File: src/rtl/wb_pkg.sv
// rtl/wb_pkg.sv - shared widths, packed writeback entry layout and register-file constants
package wb_pkg;

    localparam int ADDR_W     = 8;
    localparam int DATA_W     = 8;
    localparam int FLAG_W     = 7;

    // Packed entry layout, MSB to LSB: {is_alu, dest, data, flags}
    localparam int WB_ENTRY_W = 1 + ADDR_W + DATA_W + FLAG_W;
    localparam int FLAGS_LSB  = 0;
    localparam int DATA_LSB   = FLAGS_LSB + FLAG_W;
    localparam int DEST_LSB   = DATA_LSB + DATA_W;
    localparam int IS_ALU_BIT = DEST_LSB + ADDR_W;

    // The register file only decodes the low five address bits
    localparam int RF_SEL_W   = 5;
    localparam logic [RF_SEL_W-1:0] FLAG_REG_ADDR = 5'd3;

    function automatic logic [WB_ENTRY_W-1:0] wb_pack(
        input logic              is_alu,
        input logic [ADDR_W-1:0] dest,
        input logic [DATA_W-1:0] data,
        input logic [FLAG_W-1:0] flags
    );
        return {is_alu, dest, data, flags};
    endfunction

endpackage

File: src/rtl/regfile_writeback_unit_if.sv
// rtl/regfile_writeback_unit_if.sv - writeback bus: ALU/load handshakes, register-file write port, control
// Optional WB_BYPASS_EN adds byp_addr/byp_hit/byp_data.
// master: producer/register-file side; slave: the writeback unit.
interface regfile_writeback_unit_if #(
    parameter int DEPTH = 4
) ();
    import wb_pkg::*;

    localparam int CNT_W = $clog2(DEPTH) + 1;

    logic              flush;
    logic              alu_valid;
    logic              alu_ready;
    logic [ADDR_W-1:0] alu_dest;
    logic [DATA_W-1:0] alu_data;
    logic [FLAG_W-1:0] alu_flags;
    logic              ld_valid;
    logic              ld_ready;
    logic [ADDR_W-1:0] ld_dest;
    logic [DATA_W-1:0] ld_data;
    logic              rf_stall;
    logic              rf_we;
    logic [ADDR_W-1:0] rf_addr;
    logic [DATA_W-1:0] rf_data;
    logic [FLAG_W-1:0] rf_flags;
    logic [CNT_W-1:0]  occupancy;
`ifdef WB_BYPASS_EN
    logic [ADDR_W-1:0] byp_addr;
    logic              byp_hit;
    logic [DATA_W-1:0] byp_data;
`endif

    modport slave (
        input  flush, alu_valid, alu_dest, alu_data, alu_flags,
        input  ld_valid, ld_dest, ld_data, rf_stall,
`ifdef WB_BYPASS_EN
        input  byp_addr,
        output byp_hit, byp_data,
`endif
        output alu_ready, ld_ready, rf_we, rf_addr, rf_data, rf_flags, occupancy
    );

    modport master (
        output flush, alu_valid, alu_dest, alu_data, alu_flags,
        output ld_valid, ld_dest, ld_data, rf_stall,
`ifdef WB_BYPASS_EN
        output byp_addr,
        input  byp_hit, byp_data,
`endif
        input  alu_ready, ld_ready, rf_we, rf_addr, rf_data, rf_flags, occupancy
    );

endinterface

File: src/rtl/wb_fifo.sv
// rtl/wb_fifo.sv - synchronous FIFO with push/pop/flush, full/empty/count
// Ports: clk, rst_n, flush_i, push_i, wdata_i, pop_i -> rdata_o, full_o, empty_o, count_o.
// With WB_BYPASS_EN the storage array and read pointer are exported for searching.
module wb_fifo #(
    parameter  int DEPTH = 4,
    parameter  int W     = 24,
    localparam int PTR_W = $clog2(DEPTH),
    localparam int CNT_W = PTR_W + 1
) (
    input  logic                    clk,
    input  logic                    rst_n,
    input  logic                    flush_i,
    input  logic                    push_i,
    input  logic [W-1:0]            wdata_i,
    input  logic                    pop_i,
    output logic [W-1:0]            rdata_o,
    output logic                    full_o,
    output logic                    empty_o,
`ifdef WB_BYPASS_EN
    output logic [DEPTH-1:0][W-1:0] entries_o,
    output logic [PTR_W-1:0]        rd_ptr_o,
`endif
    output logic [CNT_W-1:0]        count_o
);

    logic [DEPTH-1:0][W-1:0] mem_q;
    logic [PTR_W-1:0]        wr_ptr_q, wr_ptr_d;
    logic [PTR_W-1:0]        rd_ptr_q, rd_ptr_d;
    logic [CNT_W-1:0]        count_q,  count_d;
    logic                    do_push, do_pop;

    assign full_o  = (count_q == CNT_W'(DEPTH));
    assign empty_o = (count_q == '0);
    // Flush wins over both operations so nothing slips in or out that cycle
    assign do_push = push_i & ~full_o  & ~flush_i;
    assign do_pop  = pop_i  & ~empty_o & ~flush_i;

    always_comb begin
        wr_ptr_d = wr_ptr_q;
        rd_ptr_d = rd_ptr_q;
        count_d  = count_q;
        if (flush_i) begin
            wr_ptr_d = '0;
            rd_ptr_d = '0;
            count_d  = '0;
        end else begin
            // DEPTH is a power of two, so pointers wrap by plain overflow
            if (do_push) wr_ptr_d = wr_ptr_q + PTR_W'(1);
            if (do_pop)  rd_ptr_d = rd_ptr_q + PTR_W'(1);
            count_d = count_q + CNT_W'(do_push) - CNT_W'(do_pop);
        end
    end

    always_ff @(posedge clk or negedge rst_n) begin
        if (!rst_n) begin
            wr_ptr_q <= '0;
            rd_ptr_q <= '0;
            count_q  <= '0;
        end else begin
            wr_ptr_q <= wr_ptr_d;
            rd_ptr_q <= rd_ptr_d;
            count_q  <= count_d;
        end
    end

    always_ff @(posedge clk) begin
        if (do_push) mem_q[wr_ptr_q] <= wdata_i;
    end

    assign rdata_o = mem_q[rd_ptr_q];
    assign count_o = count_q;
`ifdef WB_BYPASS_EN
    assign entries_o = mem_q;
    assign rd_ptr_o  = rd_ptr_q;
`endif

endmodule

File: src/rtl/regfile_writeback_unit.sv
// rtl/regfile_writeback_unit.sv - queues ALU/load results and drains them as registered register-file writes
// Ports: clk, rst_n (async, active-low), wb (regfile_writeback_unit_if.slave: ALU and load
// handshakes, flush, rf_stall, registered rf_we/rf_addr/rf_data/rf_flags, occupancy).
// WB_BYPASS_EN: adds combinational byp_addr -> byp_hit/byp_data search of queued entries.
module regfile_writeback_unit
    import wb_pkg::*;
#(
    parameter int DEPTH = 4
) (
    input  logic                      clk,
    input  logic                      rst_n,
    regfile_writeback_unit_if.slave   wb
);

    localparam int PTR_W = $clog2(DEPTH);
    localparam int CNT_W = PTR_W + 1;

    logic                  full, empty, push, pop;
    logic [WB_ENTRY_W-1:0] push_entry, head;
    logic [CNT_W-1:0]      count;

    logic                  rf_we_q,    rf_we_d;
    logic [ADDR_W-1:0]     rf_addr_q,  rf_addr_d;
    logic [DATA_W-1:0]     rf_data_q,  rf_data_d;
    logic [FLAG_W-1:0]     rf_flags_q, rf_flags_d;
    logic [FLAG_W-1:0]     flag_q,     flag_d;

    logic                  head_is_alu;
    logic [FLAG_W-1:0]     head_flags;

`ifdef WB_BYPASS_EN
    logic [DEPTH-1:0][WB_ENTRY_W-1:0] entries;
    logic [PTR_W-1:0]                 rd_ptr;
`endif

    // Ready looks at full only, so a same-cycle pop never frees room for a push
    assign wb.ld_ready  = ~full & ~wb.flush;
    assign wb.alu_ready = ~full & ~wb.flush & ~wb.ld_valid;

    assign push       = (wb.ld_valid & wb.ld_ready) | (wb.alu_valid & wb.alu_ready);
    // Loads carry no flags; the held ALU flags are substituted when they drain
    assign push_entry = wb.ld_valid ? wb_pack(1'b0, wb.ld_dest, wb.ld_data, '0)
                                    : wb_pack(1'b1, wb.alu_dest, wb.alu_data, wb.alu_flags);
    assign pop        = ~empty & ~wb.rf_stall & ~wb.flush;

    wb_fifo #(.DEPTH(DEPTH), .W(WB_ENTRY_W)) u_fifo (
        .clk       (clk),
        .rst_n     (rst_n),
        .flush_i   (wb.flush),
        .push_i    (push),
        .wdata_i   (push_entry),
        .pop_i     (pop),
        .rdata_o   (head),
        .full_o    (full),
        .empty_o   (empty),
`ifdef WB_BYPASS_EN
        .entries_o (entries),
        .rd_ptr_o  (rd_ptr),
`endif
        .count_o   (count)
    );

    assign head_is_alu = head[IS_ALU_BIT];
    assign head_flags  = head[FLAGS_LSB +: FLAG_W];

    always_comb begin
        rf_we_d    = 1'b0;
        rf_addr_d  = rf_addr_q;
        rf_data_d  = rf_data_q;
        rf_flags_d = rf_flags_q;
        flag_d     = flag_q;
        if (pop) begin
            rf_we_d    = 1'b1;
            rf_addr_d  = head[DEST_LSB +: ADDR_W];
            rf_data_d  = head[DATA_LSB +: DATA_W];
            // The flag register is written on every write, so loads re-write the held flags
            rf_flags_d = head_is_alu ? head_flags : flag_q;
            if (head_is_alu) flag_d = head_flags;
        end
    end

    always_ff @(posedge clk or negedge rst_n) begin
        if (!rst_n) begin
            rf_we_q    <= 1'b0;
            rf_addr_q  <= '0;
            rf_data_q  <= '0;
            rf_flags_q <= '0;
            flag_q     <= '0;
        end else begin
            rf_we_q    <= rf_we_d;
            rf_addr_q  <= rf_addr_d;
            rf_data_q  <= rf_data_d;
            rf_flags_q <= rf_flags_d;
            flag_q     <= flag_d;
        end
    end

    assign wb.rf_we     = rf_we_q;
    assign wb.rf_addr   = rf_addr_q;
    assign wb.rf_data   = rf_data_q;
    assign wb.rf_flags  = rf_flags_q;
    assign wb.occupancy = count;

`ifdef WB_BYPASS_EN
    // Walk oldest to youngest; later matches overwrite earlier ones so the youngest wins
    always_comb begin
        logic [PTR_W-1:0] idx;
        wb.byp_hit  = 1'b0;
        wb.byp_data = '0;
        idx         = '0;
        for (int i = 0; i < DEPTH; i++) begin
            idx = rd_ptr + PTR_W'(i);
            if ((CNT_W'(i) < count) &&
                (entries[idx][DEST_LSB +: RF_SEL_W] == wb.byp_addr[RF_SEL_W-1:0])) begin
                wb.byp_hit  = 1'b1;
                wb.byp_data = entries[idx][DATA_LSB +: DATA_W];
            end
        end
    end
`endif

endmodule

File: src/flat_wrapper.sv
// flat-port wrapper written by rule: the top's interface ports become plain ports
module regfile_writeback_unit_flat import wb_pkg::*;
#(
    parameter int DEPTH = 4
)
  (clk, rst_n, wb_flush, wb_alu_valid, wb_alu_dest, wb_alu_data, wb_alu_flags, wb_ld_valid, wb_ld_dest, wb_ld_data, wb_rf_stall, wb_alu_ready, wb_ld_ready, wb_rf_we, wb_rf_addr, wb_rf_data, wb_rf_flags, wb_occupancy);
  regfile_writeback_unit_if #(.DEPTH(DEPTH)) wb_i ();
  input  logic clk;
  input  logic rst_n;
  input wire logic [$bits(wb_i.flush)-1:0] wb_flush;
  input wire logic [$bits(wb_i.alu_valid)-1:0] wb_alu_valid;
  input wire logic [$bits(wb_i.alu_dest)-1:0] wb_alu_dest;
  input wire logic [$bits(wb_i.alu_data)-1:0] wb_alu_data;
  input wire logic [$bits(wb_i.alu_flags)-1:0] wb_alu_flags;
  input wire logic [$bits(wb_i.ld_valid)-1:0] wb_ld_valid;
  input wire logic [$bits(wb_i.ld_dest)-1:0] wb_ld_dest;
  input wire logic [$bits(wb_i.ld_data)-1:0] wb_ld_data;
  input wire logic [$bits(wb_i.rf_stall)-1:0] wb_rf_stall;
  output wire logic [$bits(wb_i.alu_ready)-1:0] wb_alu_ready;
  output wire logic [$bits(wb_i.ld_ready)-1:0] wb_ld_ready;
  output wire logic [$bits(wb_i.rf_we)-1:0] wb_rf_we;
  output wire logic [$bits(wb_i.rf_addr)-1:0] wb_rf_addr;
  output wire logic [$bits(wb_i.rf_data)-1:0] wb_rf_data;
  output wire logic [$bits(wb_i.rf_flags)-1:0] wb_rf_flags;
  output wire logic [$bits(wb_i.occupancy)-1:0] wb_occupancy;
  assign wb_i.flush = wb_flush;
  assign wb_i.alu_valid = wb_alu_valid;
  assign wb_i.alu_dest = wb_alu_dest;
  assign wb_i.alu_data = wb_alu_data;
  assign wb_i.alu_flags = wb_alu_flags;
  assign wb_i.ld_valid = wb_ld_valid;
  assign wb_i.ld_dest = wb_ld_dest;
  assign wb_i.ld_data = wb_ld_data;
  assign wb_i.rf_stall = wb_rf_stall;
  assign wb_alu_ready = wb_i.alu_ready;
  assign wb_ld_ready = wb_i.ld_ready;
  assign wb_rf_we = wb_i.rf_we;
  assign wb_rf_addr = wb_i.rf_addr;
  assign wb_rf_data = wb_i.rf_data;
  assign wb_rf_flags = wb_i.rf_flags;
  assign wb_occupancy = wb_i.occupancy;
  regfile_writeback_unit #(.DEPTH(DEPTH)) u_core (.clk(clk), .rst_n(rst_n), .wb(wb_i));
endmodule
File: config.mk
export PLATFORM = sky130hd
export DESIGN_NAME = regfile_writeback_unit_flat
export DESIGN_NICKNAME = d
export VERILOG_FILES = /design/src/rtl/wb_pkg.sv /design/src/rtl/regfile_writeback_unit_if.sv /design/src/rtl/wb_fifo.sv /design/src/rtl/regfile_writeback_unit.sv /design/src/flat_wrapper.sv
export SDC_FILE = /design/constraint.sdc
export NUM_CORES = 1
export LEC_CHECK = 0
export CAP_MARGIN = 20
export CELL_PAD_IN_SITES_DETAIL_PLACEMENT = 1
export CELL_PAD_IN_SITES_GLOBAL_PLACEMENT = 1
export CORE_ASPECT_RATIO = 1.75
export CORE_MARGIN = 1.5
export CORE_UTILIZATION = 35
export DETAILED_ROUTE_END_ITERATION = 7
export GPL_TIMING_DRIVEN = 0
export PLACE_DENSITY = 0.72
export SETUP_SLACK_MARGIN = 0.05
export SYNTH_ARGS = -nofsm -noshare
export SYNTH_HDL_FRONTEND = slang
export SYNTH_HIERARCHICAL = 1
export SYNTH_SLANG_ARGS = --single-unit
File: constraint.sdc
create_clock -name clk -period 3.1 [get_ports clk]
set_input_delay 0.31 -clock clk [delete_from_list [all_inputs] [get_ports clk]]
set_output_delay 0.31 -clock clk [all_outputs]
set_load 0.02 [all_outputs]
==> flow_summary.html <==
<table>
<tr><th>Metric</th><th>Value</th></tr>
<tr><th colspan="2">Run status</th></tr>
<tr><td>Outcome</td><td>completed</td></tr>
<tr><th colspan="2">Min path</th></tr>
<tr><td>Hold WC Path Type</td><td>in2async</td></tr>
<tr><th colspan="2">GRT</th></tr>
<tr><td>Overflow left after global routing</td><td>0</td></tr>
<tr><td>Number of antenna violations at the first check in global routing</td><td>0</td></tr>
<tr><td>Largest net degree at the start of global routing</td><td>32</td></tr>
<tr><td>Total global-route track usage</td><td>~15%</td></tr>
<tr><td>Vias in the first global route</td><td>between 2000 and 3000</td></tr>
<tr><td>Wire length of the first global-routing pass</td><td>around 17000 um</td></tr>
<tr><th colspan="2">STA</th></tr>
<tr><td>Pins over their slew limit</td><td>0</td></tr>
<tr><td>Time the worst path needs with I/O delays and setup</td><td>2820 ps</td></tr>
<tr><td>Number of setup violations in the final report</td><td>0</td></tr>
<tr><td>Slew of the pin with the lowest slew margin</td><td>1000 ps</td></tr>
<tr><td>Highest clock frequency the design can meet</td><td>355 MHz</td></tr>
<tr><td>Final-layout setup total negative slack</td><td>0 ps</td></tr>
<tr><td>Clock Skews</td><td>about 7.4 ps</td></tr>
<tr><td>Unrepaired setup endpoints after global routing</td><td>no</td></tr>
<tr><td>Normalized max-slew margin</td><td>between 30% and 40%</td></tr>
<tr><td>Count of final hold-check violations</td><td>0</td></tr>
<tr><td>Final worst-path cycle share</td><td>90.9%</td></tr>
<tr><th colspan="2">Clock network</th></tr>
<tr><td>H-tree level count</td><td>4</td></tr>
<tr><td>TritonCTS clock tree</td><td>done</td></tr>
<tr><td>Clock root buffer</td><td>clkbuf_16</td></tr>
<tr><td>Clock latency on the worst-skew pair</td><td>just over 400 ps</td></tr>
<tr><td>Number of buffers created by CTS</td><td>17</td></tr>
<tr><td>Hold bufs inserted after CTS</td><td>0</td></tr>
<tr><td>Clock-pin slew on the worst setup and hold paths</td><td>60 ps</td></tr>
<tr><td>Buffers from clock root to sink, at most</td><td>2</td></tr>
<tr><td>Clock net sink count</td><td>between 100 and 150</td></tr>
<tr><th colspan="2">Layout</th></tr>
<tr><td>Diode insertion count for antenna repair</td><td>0</td></tr>
<tr><td>Layout filler cell count</td><td>1371</td></tr>
<tr><td>Area of all placed cells without fillers</td><td>0.00676 mm^2</td></tr>
<tr><td>NumNets Final</td><td>between 400 and 500</td></tr>
<tr><td>Area growth from synthesis to layout</td><td>31.4%</td></tr>
<tr><td>Proportion of layout cells with a drive suffix above 1</td><td>a little under a third</td></tr>
<tr><td>Final design utilization</td><td>47.1%</td></tr>
<tr><th colspan="2">Routing</th></tr>
<tr><td>Aggregate routed wire length</td><td>about 11000 um</td></tr>
<tr><td>Via density per instance</td><td>slightly below 5</td></tr>
<tr><td>Drt wl/cell</td><td>19.6 um</td></tr>
<tr><td>DRC violation count after routing</td><td>0</td></tr>
<tr><td>Number of iterations in the first detailed-routing pass</td><td>4</td></tr>
<tr><td>Overall via count from detail_route</td><td>~2600</td></tr>
<tr><td>Starting DRC count in detailed routing</td><td>between 70 and 80</td></tr>
<tr><td>ANT nets after route</td><td>0</td></tr>
<tr><th colspan="2">Power and ir drop</th></tr>
<tr><td>Overall power after layout</td><td>between 4 and 5 mW</td></tr>
<tr><td>Switching Share</td><td>25.1%</td></tr>
<tr><td>Internal</td><td>approximately 3.7 mW</td></tr>
<tr><td>Leakage power summed over all cells</td><td>2.38 nW</td></tr>
<tr><td>Part of the total power dissipated in the clock network</td><td>a little under two fifths</td></tr>
<tr><td>Part of the power in registers</td><td>43.2%</td></tr>
<tr><td>Combinational group share of total power</td><td>between 10% and 20%</td></tr>
<tr><td>Power per cell area</td><td>about 730 mW/mm^2</td></tr>
<tr><td>Power dissipated by switching net loads</td><td>between 1 and 1.5 mW</td></tr>
<tr><td>Largest voltage drop on the vdd net</td><td>approximately 340 uV</td></tr>
<tr><th colspan="2">Logic synthesis</th></tr>
<tr><td>Number of library cell types mapped by synthesis</td><td>29</td></tr>
<tr><td>Post-synth top area share</td><td>about 56%</td></tr>
<tr><td>Sequential area share after synthesis</td><td>71.1%</td></tr>
<tr><td>Proportion of synthesized flip-flops having asynchronous set or reset</td><td>between 20 and 25%</td></tr>
<tr><td>Cell count after synthesis</td><td>around 250</td></tr>
<tr><td>Largest area contributor in the netlist</td><td>edfxtp_1</td></tr>
<tr><td>Number of enable flip-flop cells after synthesis</td><td>between 90 and 100</td></tr>
<tr><td>Post-synthesis cell area</td><td>just over 0.005 mm^2</td></tr>
<tr><td>Mean Syn Cell Area</td><td>20.3 um^2</td></tr>
<tr><td>Post-synthesis net count</td><td>around 310</td></tr>
<tr><td>Top cells by area, synth</td><td>edfxtp_1 (56%), dfrtp_1 (15%), mux2_2 (8.5%)</td></tr>
<tr><td>Main synth FF type</td><td>edfxtp_1</td></tr>
<tr><td>Ys Warns</td><td>6</td></tr>
<tr><td>Post-synthesis register bit count</td><td>between 100 and 150</td></tr>
<tr><th colspan="2">Setup path</th></tr>
<tr><td>Crit path DAT</td><td>about 3100 ps</td></tr>
<tr><td>Highest-delay cell along the critical path</td><td>dfrtp_2</td></tr>
<tr><td>Crit path buf inv count</td><td>3</td></tr>
<tr><td>Critical path origin</td><td>u_core/u_fifo/count_o[1]</td></tr>
<tr><td>Origin of the critical flop-to-flop path</td><td>u_core/u_fifo/count_o[1]</td></tr>
<tr><td>Crit path cell chain</td><td>nor3_2, nor3_4, buf_6, o31ai_1, nor2_1, ha_1, inv_1, ha_1, inv_1, fa_1, xor2_1, and2_1, nor3_1</td></tr>
<tr><td>Worst path max stage delay</td><td>~470 ps</td></tr>
<tr><td>Sort of element at the end of the critical path</td><td>register</td></tr>
<tr><td>Largest driver fanout on the critical path</td><td>12</td></tr>
<tr><td>Top cell family by delay on the critical path</td><td>simple AND/OR/NAND/NOR gates</td></tr>
<tr><td>Critical Path RT</td><td>between 3000 and 4000 ps</td></tr>
<tr><td>Setup CP Type</td><td>reg2reg</td></tr>
<tr><td>CP startpoint kind</td><td>register</td></tr>
<tr><th colspan="2">Floorplan</th></tr>
<tr><td>Die outline area</td><td>~0.015 mm^2</td></tr>
<tr><td>X dimension of the die</td><td>approximately 95 um</td></tr>
<tr><td>IO Count</td><td>74</td></tr>
<tr><td>Starting utilization of the core area</td><td>a little over a third</td></tr>
<tr><td>Total number of placement rows</td><td>58</td></tr>
<tr><td>Die boundary height</td><td>around 160 um</td></tr>
<tr><td>Placeable core region</td><td>around 0.014 mm^2</td></tr>
<tr><th colspan="2">Flow run</th></tr>
<tr><td>Number of max-cap violations</td><td>0</td></tr>
<tr><th colspan="2">Place</th></tr>
<tr><td>Placed inst area</td><td>between 0.006 and 0.007 mm^2</td></tr>
<tr><td>Placer congestion estimate</td><td>a little over 0.7</td></tr>
<tr><td>Half-perimeter wire length after detailed placement</td><td>about 7300 um</td></tr>
<tr><td>I/O Buffers</td><td>~70</td></tr>
</table>
worst paths after layout:
path	endpoint	slack, ps	depth (start not counted)
max	u_core/u_fifo/count_o[2]	280	13
min	u_core/wb.rf_data[1]	7	1
max reg2reg	u_core/u_fifo/count_o[2]	280	13
min reg2reg	u_core/wb.rf_data[1]	510	1
min in group clk	u_core/u_fifo/mem_q[58]	480	2
max in group asynchronous	u_core/u_fifo/count_o[1]	2510	1
kinds of logic after synthesis:
| logic type | after synthesis | share of synthesized area [%] |
|---|---|---|
| AO/OA/AOI/OAI | 5 | 0.656 |
| XOR/XNOR | 3 | 0.511 |
| adder cells (fa/ha/maj) | 7 | 1.85 |
| buffers and inverters | 18 | 2.36 |
| flip-flops | 127 | 71.1 |
| multiplexers | 64 | 19.7 |
| AND/OR/NAND/NOR | 30 | 3.87 |
routing by layer:
layer / global-route usage (%) / routed length, um / vias to the layer above
li1: - / - / 1191
met1: 15.7 / 3790 / 1375
met2: 28.1 / 6310 / 57
met3: 4.10 / 349 / 12
met4: 6.85 / 163 / 0
met5: 0 / 0 / -
timing repair:
item	in CTS	in global routing
setup endpoints to repair	1	1
gates resized for setup	1	5
buffers inserted	1	0
pin swaps	1	0
endpoints found under the hold margin	0	0
cell usage in the layout, fill, tap and decap left out, types with 2 or more instances in the layout:
cell and n:
inv_6 2, clkinv_2 3, dfrtp_1 29, inv_1 7, clkbuf_1 2, mux4_1 6, nor3_1 2, nor2b_1 8
clkdlybuf4s50_1 71, mux4_2 18, nor3_4 2, buf_2 6, buf_8 3, bufinv_16 2, xor2_1 3, dfrtp_2 2
edfxtp_1 96, ha_1 6, clkinvlp_4 5, nor2_1 7, mux2_2 39, buf_12 2, nand2b_1 2, and2_1 5
clkbuf_16 17, buf_6 2
cells in the mapped netlist (2+ instances only):
cell      count
mux2_2       39
edfxtp_1     96
buf_12        2
xor2_1        3
buf_2         5
and2_1        5
buf_6         2
inv_1         7
mux4_1        6
nor3_1        4
ha_1          6
mux4_2       18
nor2_1        7
nor2b_1       8
dfrtp_1      31
nand2b_1      2
flip-flops by register name, indices dropped and copies added, names as in the netlist:
register / flops
u_core/wb.rf_we: 1
u_core/u_fifo/count_o: 3
u_core/u_fifo/mem_q: 96
u_core/wb.rf_data: 8
u_core/wb.rf_flags: 7
u_core/wb.rf_addr: 8
u_core/u_fifo/wr_ptr_q: 2
u_core/u_fifo/rd_ptr_q: 2
worst register-to-register path, delay by kind of cell (launching register included):
family	cells	cell delay, ps
buf+inv	3	300
simple gates	5	860
flops	1	470
xor+xnor	1	160
fa+ha+maj	3	820
compound gates	1	130
power by group through the flow:
stage,sequential (mW),combinational [mW],clock [mW]
after global routing,2.17,0.978,1.99
final,2.14,0.927,1.89
after global placement,2.17,0.898,0
after detailed placement,2.18,0.933,0
after floorplan,2.34,0.265,0
after CTS,2.15,0.939,1.93
through the flow:
stage	hold slack, ps	setup slack [ps]	instances
floorplan	14.4	109	254
global placement	491	-103	506
detailed placement	455	-199	510
CTS	22.8	94.4	543
global route	47.4	52.1	543
finish	6.86	283	543
cell type report:
class	instances	area, um^2	share of cell area (%)
well taps	180	225	3.33
flip-flops and latches	127	3660	54.1
multi-input cells	109	1390	20.5
clock buffers	18	429	6.34
clock inverters	14	143	2.11
inverters	7	26.3	0.388
plain buffers	11	95.1	1.41
repair buffers	77	796	11.8
(Power assumes the default switching activity.)
